==> src/rtl/logic_unit_arbiter.sv <==
// Two-requester arbiter sharing one bitwise logic datapath (AND/OR/XOR/ANDN)
// with a single registered result slot and valid/ready handshakes on all sides.
module logic_unit_arbiter #(
  parameter int unsigned WIDTH      = 64,
  parameter bit          FIXED_PRIO = 1'b0
) (
  input  logic             clk,
  input  logic             rst_n,
  input  logic             req0_valid,
  output logic             req0_ready,
  input  logic [1:0]       req0_op,
  input  logic [WIDTH-1:0] req0_a,
  input  logic [WIDTH-1:0] req0_b,
  input  logic             req1_valid,
  output logic             req1_ready,
  input  logic [1:0]       req1_op,
  input  logic [WIDTH-1:0] req1_a,
  input  logic [WIDTH-1:0] req1_b,
  output logic             res_valid,
  input  logic             res_ready,
  output logic [WIDTH-1:0] res_s,
  output logic             res_id
);

  localparam logic [0:0] ST_EMPTY = 1'b0;
  localparam logic [0:0] ST_FULL  = 1'b1;

  logic [0:0]       state_reg, state_next;
  logic [WIDTH-1:0] res_s_reg, res_s_next;
  logic             res_id_reg, res_id_next;
  logic             prio_reg, prio_next;

  logic             can_accept;
  logic             xfer0, xfer1, xfer_any;
  logic [1:0]       sel_op;
  logic [WIDTH-1:0] sel_a, sel_b;
  logic [WIDTH-1:0] op_result;

  assign res_valid = (state_reg == ST_FULL);
  assign res_s     = res_s_reg;
  assign res_id    = res_id_reg;

  // The slot can take a new op when empty or when its occupant leaves this cycle.
  assign can_accept = !res_valid | res_ready;
  assign req0_ready = can_accept & (!prio_reg | !req1_valid);
  assign req1_ready = can_accept & (prio_reg | !req0_valid);

  assign xfer0    = req0_valid & req0_ready;
  assign xfer1    = req1_valid & req1_ready;
  assign xfer_any = xfer0 | xfer1;

  assign sel_op = xfer1 ? req1_op : req0_op;
  assign sel_a  = xfer1 ? req1_a  : req0_a;
  assign sel_b  = xfer1 ? req1_b  : req0_b;

  genvar gi;
  generate
    for (gi = 0; gi < int'(WIDTH); gi++) begin : g_bit
      assign op_result[gi] = sel_op[1]
                           ? (sel_op[0] ? (sel_a[gi] & ~sel_b[gi]) : (sel_a[gi] ^ sel_b[gi]))
                           : (sel_op[0] ? (sel_a[gi] |  sel_b[gi]) : (sel_a[gi] & sel_b[gi]));
    end
  endgenerate

  always_comb begin
    state_next  = state_reg;
    res_s_next  = res_s_reg;
    res_id_next = res_id_reg;
    prio_next   = prio_reg;
    case (state_reg)
      ST_EMPTY: begin
        if (xfer_any) begin
          state_next = ST_FULL;
        end
      end
      ST_FULL: begin
        if (res_ready && !xfer_any) begin
          state_next = ST_EMPTY;
        end
      end
      default: state_next = ST_EMPTY;
    endcase
    if (xfer_any) begin
      res_s_next  = op_result;
      res_id_next = xfer1;
      // The requester just served yields the next tie.
      prio_next   = FIXED_PRIO ? 1'b0 : ~xfer1;
    end
  end

  always_ff @(posedge clk or negedge rst_n) begin
    if (!rst_n) begin
      state_reg  <= ST_EMPTY;
      res_s_reg  <= '0;
      res_id_reg <= 1'b0;
      prio_reg   <= 1'b0;
    end else begin
      state_reg  <= state_next;
      res_s_reg  <= res_s_next;
      res_id_reg <= res_id_next;
      prio_reg   <= prio_next;
    end
  end

endmodule

==> config.mk <==
export PLATFORM = sky130hd
export DESIGN_NAME = logic_unit_arbiter
export DESIGN_NICKNAME = d
export VERILOG_FILES = /design/src/rtl/logic_unit_arbiter.sv
export SDC_FILE = /design/constraint.sdc
export NUM_CORES = 1
export LEC_CHECK = 0
export ABC_AREA = 1
export CORE_UTILIZATION = 60
export CTS_BUF_LIST = sky130_fd_sc_hd__clkbuf_8 sky130_fd_sc_hd__clkbuf_16
export CTS_CLUSTER_DIAMETER = 150
export DETAILED_ROUTE_END_ITERATION = 6
export DONT_BUFFER_PORTS = 1
export HOLD_SLACK_MARGIN = 0.12
export PLACE_DENSITY = 0.76
export SLEW_MARGIN = 30
export SYNTH_ARGS = -nofsm -noshare
export SYNTH_HDL_FRONTEND = slang
export SYNTH_SLANG_ARGS = --single-unit
==> constraint.sdc <==
create_clock -name clk -period 2.99 [get_ports clk]
set_input_delay 0.299 -clock clk [delete_from_list [all_inputs] [get_ports clk]]
set_output_delay 0.299 -clock clk [all_outputs]
set_load 0.03 [all_outputs]
# Yosys cells after proc, flatten, opt, wreduce, memory -nomap -nowiden
# Cells that the tools add are included.
# classes
mux,198
bitwise,330
n_reduce_logical,6
# op_table
op,n
two-way mux 1 bit,194
AND 1 bit,132
two-way mux 64 bit,2
OR 1 bit,68
NOT 1 bit,66
XOR 1 bit,64
logical NOT 1 bit,5
two-way mux 2 bit,1
one-hot mux 1 bit (2 select lines),1
logical AND 1 bit,1
# word_totals
ff_bits,67
input_bits,265
out_inout_bits,68
word_cells,538

# Depth between registers and ports, before layout
# Gate-level depths: netlist (run 1).
# depth
ltp_word,9
ltp_mapped,15
mapped_depth_nobuf,13

# Worst setup path before layout (run 1)
# Ideal clock, no wire load.
# synth_path
path_type,register to register
startpoint,reg state_reg (netlist: res_valid)
endpoint,reg res_s_reg[63] (netlist: res_s[63])
setup_ns,0.117
t_arrival_ns,2.066
required_time_ns,2.873
setup_slack_ns,0.807
path_stages_with_launch,13
path_buffers,2
synth_period_minus_slack_ns,2.183
cell_sequence,dfrtp_1 > nand2_2 > nand3_4 > buf_2 > clkbuf_1 > nand2_1 > o21ai_0 > ha_1 > nand3b_1 > nand3_1 > nand2_1 > nand2_1 > nand2_1
# synth_via
elab_chain_cells,9
word_cells_on_any_way,18
classes_between,6 x mux; 11 x bitwise; 1 x reduce/logical
# synth_rtl
item,line_no,source
from (decl),28,"logic [0:0] state_reg, state_next;"
from (signal assigned),98,state_reg <= state_next;
logical NOT 1 bit *,44,assign can_accept = !res_valid | res_ready;
OR 1 bit *,44,
AND 1 bit,46,assign req1_ready = can_accept & (prio_reg | !req0_valid);
AND 1 bit,49,assign xfer1 = req1_valid & req1_ready;
two-way mux 64 bit,54,assign sel_b = xfer1 ? req1_b : req0_b;
NOT 1 bit,60,? (sel_op[0] ? (sel_a[gi] & ~sel_b[gi]) : (sel_a[gi] ^ sel_b[gi]))
AND 1 bit,60,
two-way mux 1 bit (2 in a row),60,
to (signal assigned),99,res_s_reg <= res_s_next;
to (decl),29,"logic [WIDTH-1:0] res_s_reg, res_s_next;"
# Every way passes the cells marked *; elsewhere a longest branch is shown, timed or not.
# A chain may end at the register's enable or synchronous reset.

# Final worst setup path (run 1)
# layout_path
startpoint,reg state_reg (netlist: res_valid)
endpoint,reg res_s_reg[5] (netlist: res_s[5])
# The elaborated chain is that of the path after synthesis.

==> results of run 1 <==
[placed cells by master, fill, tap and decap left out]
cell | synthesis | layout
nand2_4 | 0 | 2
buf_12 | 0 | 7
clkinvlp_4 | 0 | 1
diode_2 | 0 | 1
nand2_2 | 2 | 3
buf_16 | 0 | 1
nand2_1 | 521 | 518
a22oi_1 | 1 | 1
o21ai_0 | 129 | 129
bufinv_16 | 0 | 2
nand3_4 | 1 | 1
o21ai_4 | 0 | 1
inv_1 | 388 | 388
nor2_1 | 1 | 1
nor2_4 | 1 | 1
clkbuf_16 | 0 | 9
nand3_1 | 192 | 192
dfrtp_1 | 67 | 67
buf_4 | 1 | 8
inv_2 | 2 | 3
clkbuf_8 | 0 | 2
nand3b_1 | 64 | 64
clkinv_2 | 0 | 1
dlygate4sd3_1 | 0 | 1
nand4_1 | 1 | 1
ha_1 | 192 | 192
[power breakdown]
group          switching (mW)  total [mW]  internal (mW)
Sequential               1.06        2.31           1.26
Combinational            1.59        2.50          0.907
Clock                   0.453        1.23          0.772
Total                    3.10        6.04           2.94
[critical path: cells and delay by family (launching register included)]
family,cells,cell delay [ns]
and+or+nand+nor,7,0.74
DFF,1,0.51
adders and majority gates,1,0.32
buffers and inverters,1,0.22
AOI/OAI and AO/OA,1,0.45
[cell type report]
class	instances	area, µm²	area share (%)
antenna	1	2.50	0.0238
clock buffer	11	253	2.40
clock inverter	5	76.3	0.725
inverter	390	1460	13.9
multi-input combinational	1106	6540	62.1
sequential	67	1680	15.9
tap	220	275	2.62
timing repair buffer	17	238	2.26
[stage by stage]
stage / util (%) / area, µm² / hold WS (ns)
floorplan: - / 10100 / 0.00341
global placement: 61.4 / 10200 / 0.00554
detailed placement: 61.4 / 10200 / 0.00499
CTS: 63.7 / 10500 / 0.168
global route: 63.7 / 10500 / 0.170
finish: 63.7 / 10500 / 0.174
[per-layer routing]
layer	up-vias	global-route usage, %	share of wire [%]
met4	2	10.9	2.3
li1	4831	-	-
met3	39	6.54	6.2
met5	-	0	0.052
met1	4252	33.3	42
met2	299	52.1	50
[timing repair]
item,in CTS,in global routing
hold buffers,2,0
buffers inserted,0,0
endpoints found under the hold margin,67,0
[path summary, 6_finish.rpt]
kind                       depth (start not counted)  slack (ns)               endpoint
setup / recovery                                  10        0.58   res_s[5]$_DFFE_PN0P_
max in group asynchronous                          2        2.16  res_s[22]$_DFFE_PN0P_
hold / removal                                     2        0.17   prio_reg$_DFFE_PN0P_
hold reg to reg                                    2        0.60   prio_reg$_DFFE_PN0P_
setup reg to reg                                  10        0.58   res_s[5]$_DFFE_PN0P_
min in group asynchronous                          2        0.52  res_s[50]$_DFFE_PN0P_
[logic make-up after synthesis]
logic type / share of synthesized area (%)
flip-flops: 16.6
AND/OR/NAND/NOR: 34.1
adder cells (fa/ha/maj): 23.7
buffers and inverters: 19.1
AO/OA/AOI/OAI: 6.54
==> out/summary.txt, run 1 <==
largest net degree at the start of global routing - 129
crit path from - res_valid$_DFF_PN0_
Seq/Total Area, Yosys - 16.6%
Setup WS pre-CTS - 0.588 ns
Final setup violation count - 0
slowest CP cell - dfrtp_1
global-route wire length before repair - 40800 µm
peak supply drop - 0.000304 V
Pre-Repair DR Iteration Count - 5
dominant synthesized flop cell - dfrtp_1
Final min period - 2.41 ns
Crit. End Element - flop
Critical Path Start Type - flop
Post-Synthesis Mean Instance Area - 6.10 µm²
worst slew pin tran - 0.649 ns
die height - 132 µm
Residual DRC - 0
ys async rst share - 100%
Synth Cell Area - 10100 µm²
Final Max Slew Viols - 0
Yosys warning total - 0
Worst path max stage delay - 0.51 ns
GP Congestion - 0.849
overall via count from detail_route - 9423
number of fillers in the final layout - 1572
Hold Crit Start - req0_valid
top cell type by total area after synthesis - ha_1
Total Routed Length - 25200 µm
WP data required - 3.23 ns
TNS Setup - 0 ns
RSZ-0062 raised after global routing - false
count leader, synth - nand2_1
die area - 17400 µm²
Post-synth EDFFs - 0
pwr dens - 574 nW/µm²
Syn Nets - 2116
critical path's most frequent cell - nand2_1
FP Rows - 47
Worst-Skew Late Latency - 0.35 ns
grt total ovfl - 0
hpwl dp - 17200 µm
Inserted Clock Buffers - 9
Via density - 5.19
Worst Slack Setup Final - 0.581 ns
number of synthesized register bits - 67
clk slew on worst S/H paths - 0.06 ns
Synth cell types - 20
final worst-path cycle share - 80.6%
Layout area overhead - 3.97%
Antenna Nets Post-Route - 0
fmax - 0.415 GHz
CTS Sinks - 67
number of flip-flops in the largest register - 64
share of cells above drive strength 1 - 2.63%
Initial DRC Count - 558
starting density of the core - 61.2%
max_cap viols - 0
DP Cell Count - 1798
initial antenna violation count - 3
top cell type's share of synthesized area - 23.7%
status - finished clean
H-tree depth - 3
Max Clock Skew - 0.00565 ns
Pleak - 6.61 nW
Max transition margin - 56.6%
average wire per cell in the routed design - 13.8 µm
Crit path arrival time - 2.65 ns
Synth top cells by count - nand2_1, inv_1, ha_1, nand3_1, o21ai_0
Layout Cells excl Fill - 1817
CTS resizes - 0
Max Root-Sink Buffers - 2
vias in the first global route - 8606
worst flop-to-flop path startpoint - res_valid$_DFF_PN0_
global router's overall resource usage - 29.0%
Synth Instances - 1659
Core Area - 16500 µm²
Die Span X - 132 µm
endpoints failing hold - 0
layout net count - 2048
total power - 6.04 mW
HP Class - input port to flop
worst path cell trace - nand2_2 > nand3_4 > buf_12 > o21ai_0 > ha_1 > nand3b_1 > nand3_1 > nand2_1 > nand2_1 > nand2_1
IO buf count - 0
CTS tree - done
Root Buffer - clkbuf_16
Setup CP Type - flop to flop
Synth area leaders - ha_1, nand2_1, dfrtp_1
CP max FO - 112
num ports - 333
No activity file was read; power rests on OpenSTA's default activity.
==> run 2: changes to the inputs <==
==> constraint.sdc (replaced) <==
create_clock -name clk -period 2.3 [get_ports clk]
set_input_delay 0.23 -clock clk [delete_from_list [all_inputs] [get_ports clk]]
set_output_delay 0.23 -clock clk [all_outputs]
set_load 0.03 [all_outputs]
==> run 2 against run 1 <==
Global-route usage grew 0.24 points. First-iteration DRC count is 2.5% lower. Cell count increased by 1.8%. Clock-buffer cell count rose by 1. Critical endpoint is now res_s[60]$_DFFE_PN0P_. Sequential share of layout area shrank 0.85 points. Largest power group unchanged. Critical path depth rose by 3. Die area did not move. Final area is 5.6% higher. Highest routed layer is now met4.
==> out/summary.txt, run 2 (synthesis gave the netlist of run 1 again) <==
status - finished clean
Layout Cells excl Fill - 1850
peak supply drop - 0.000499 V
Layout area overhead - 9.80%
Setup CP Type - flop to flop
most frequent cells in the layout - nand2_1, inv_1, nand3_1
Final min period - 2.22 ns
Inserted Clock Buffers - 9
fmax - 0.451 GHz
max_cap viols - 0
FP Rows - 47
pwr dens - 734 nW/µm²
overall via count from detail_route - 9698
CTS tree - done
grt total ovfl - 0
Max Root-Sink Buffers - 2
Worst path max stage delay - 0.42 ns
H-tree depth - 3
largest net degree at the start of global routing - 115
Max transition margin - 69.2%
slowest CP cell - dfrtp_1
DP Cell Count - 1815
Core Area - 16500 µm²
Pleak - 6.91 nW
die area - 17400 µm²
share of cells above drive strength 1 - 5.77%
WP buf/inv - 3
commonest non-fill, non-tap cell in the layout - nand2_1
HP Class - input port to flop
CP max FO - 11
Die Span X - 132 µm
CTS Sinks - 67
CP top delay family - simple AND/OR/NAND/NOR gates
Initial DRC Count - 544
final worst-path cycle share - 96.5%
worst path cell trace - nand2_4 > nand3_4 > buf_12 > buf_4 > nand2_1 > o21ai_0 > buf_4 > ha_1 > nand3b_1 > nand3_1 > nand2_1 > nand2_1 > nand2_1
WHS - 0.264 ns
TNS Setup - 0 ns
clk slew on worst S/H paths - 0.06 ns
Max Clock Skew - 0.00500 ns
Final Max Slew Viols - 0
Crit path arrival time - 2.45 ns
Via density - 5.24
initial antenna violation count - 1
average wire per cell in the routed design - 14.4 µm
layout net count - 2081
global router's overall resource usage - 29.2%
endpoints failing hold - 0
Critical Path Start Type - flop
WP data required - 2.53 ns
number of flip-flops in the largest register - 64
starting density of the core - 61.2%
num ports - 333
hpwl dp - 17800 µm
vias in the first global route - 8645
RSZ-0062 raised after global routing - true
global-route wire length before repair - 41300 µm
GP Congestion - 0.860
Root Buffer - clkbuf_16
Setup WS pre-CTS - 0.115 ns
Final setup violation count - 0
Worst-Skew Late Latency - 0.34 ns
Pre-Repair DR Iteration Count - 5
Total Routed Length - 26700 µm
worst slew pin tran - 0.457 ns
Antenna Nets Post-Route - 0
die height - 132 µm
Residual DRC - 0
Worst Slack Setup Final - 0.0803 ns
IO buf count - 0
Crit. End Element - flop
critical path's most frequent cell - nand2_1
run 2: power by group:
group	total [mW]	switching [mW]	internal, mW
clock	1.52	0.596	0.927
sequential	3.01	1.37	1.63
combinational	3.63	2.21	1.42
total	8.16	4.18	3.98
run 2: final cells by class:
cell class	instances	area, µm²
timing repair buffer	50	744
clock inverter	4	47.5
clock buffer	12	267
tap	220	275
fill	1483	5410
inverter	390	1460
sequential	67	1680
multi-input combinational	1106	6640
antenna	1	2.50
run 2: layer usage:
metal  wire length [µm]  track usage, %  share of wire [%]  vias up
met2              13200            52.3                 49      345
li1                   -               -                  -     4916
met4                902            12.1                3.4        0
met3               1730            5.65                6.5       59
met5                  0               0                  0        -
met1              10900            33.9                 41     4378
run 2: stage by stage:
| step | cell area [µm²] | utilization (%) | total power [mW] |
|---|---|---|---|
| finish | 11100 | 67.3 | 8.16 |
| global route | 11100 | 67.3 | 8.85 |
| CTS | 10700 | 64.9 | 7.95 |
| detailed placement | 10400 | 62.7 | 6.36 |
| global placement | 10400 | 62.7 | 6.23 |
| floorplan | 10100 | - | 5.46 |
run 2: path summary, 6_finish.rpt:
kind	start	cells past startpoint	endpoint	slack (ns)
setup reg to reg	res_valid$_DFF_PN0_	13	res_s[60]$_DFFE_PN0P_	0.08
min in group asynchronous	rst_n	2	res_s[50]$_DFFE_PN0P_	0.46
max in group asynchronous	rst_n	2	res_s[8]$_DFFE_PN0P_	1.51
hold reg to reg	prio_reg$_DFFE_PN0P_	2	prio_reg$_DFFE_PN0P_	0.62
hold / removal	req1_valid	4	res_id$_DFFE_PN0P_	0.26
setup / recovery	res_valid$_DFF_PN0_	13	res_s[60]$_DFFE_PN0P_	0.08
run 2: repair_timing:
item | CTS | global route
endpoints found under the hold margin | 70 | 0
buffers inserted | 0 | 7
hold buffers | 4 | 0
resized for setup | 0 | 109
setup endpoints to repair | 0 | 57
run 2: worst register-to-register path, cell delays in order (launching register included):
cell      delay (ns)
dfrtp_1         0.42
nand2_4         0.11
nand3_4         0.22
buf_12          0.24
buf_4           0.18
nand2_1         0.06
o21ai_0         0.07
buf_4           0.16
ha_1            0.26
nand3b_1        0.16
nand3_1         0.10
nand2_1         0.06
nand2_1         0.05
nand2_1         0.05
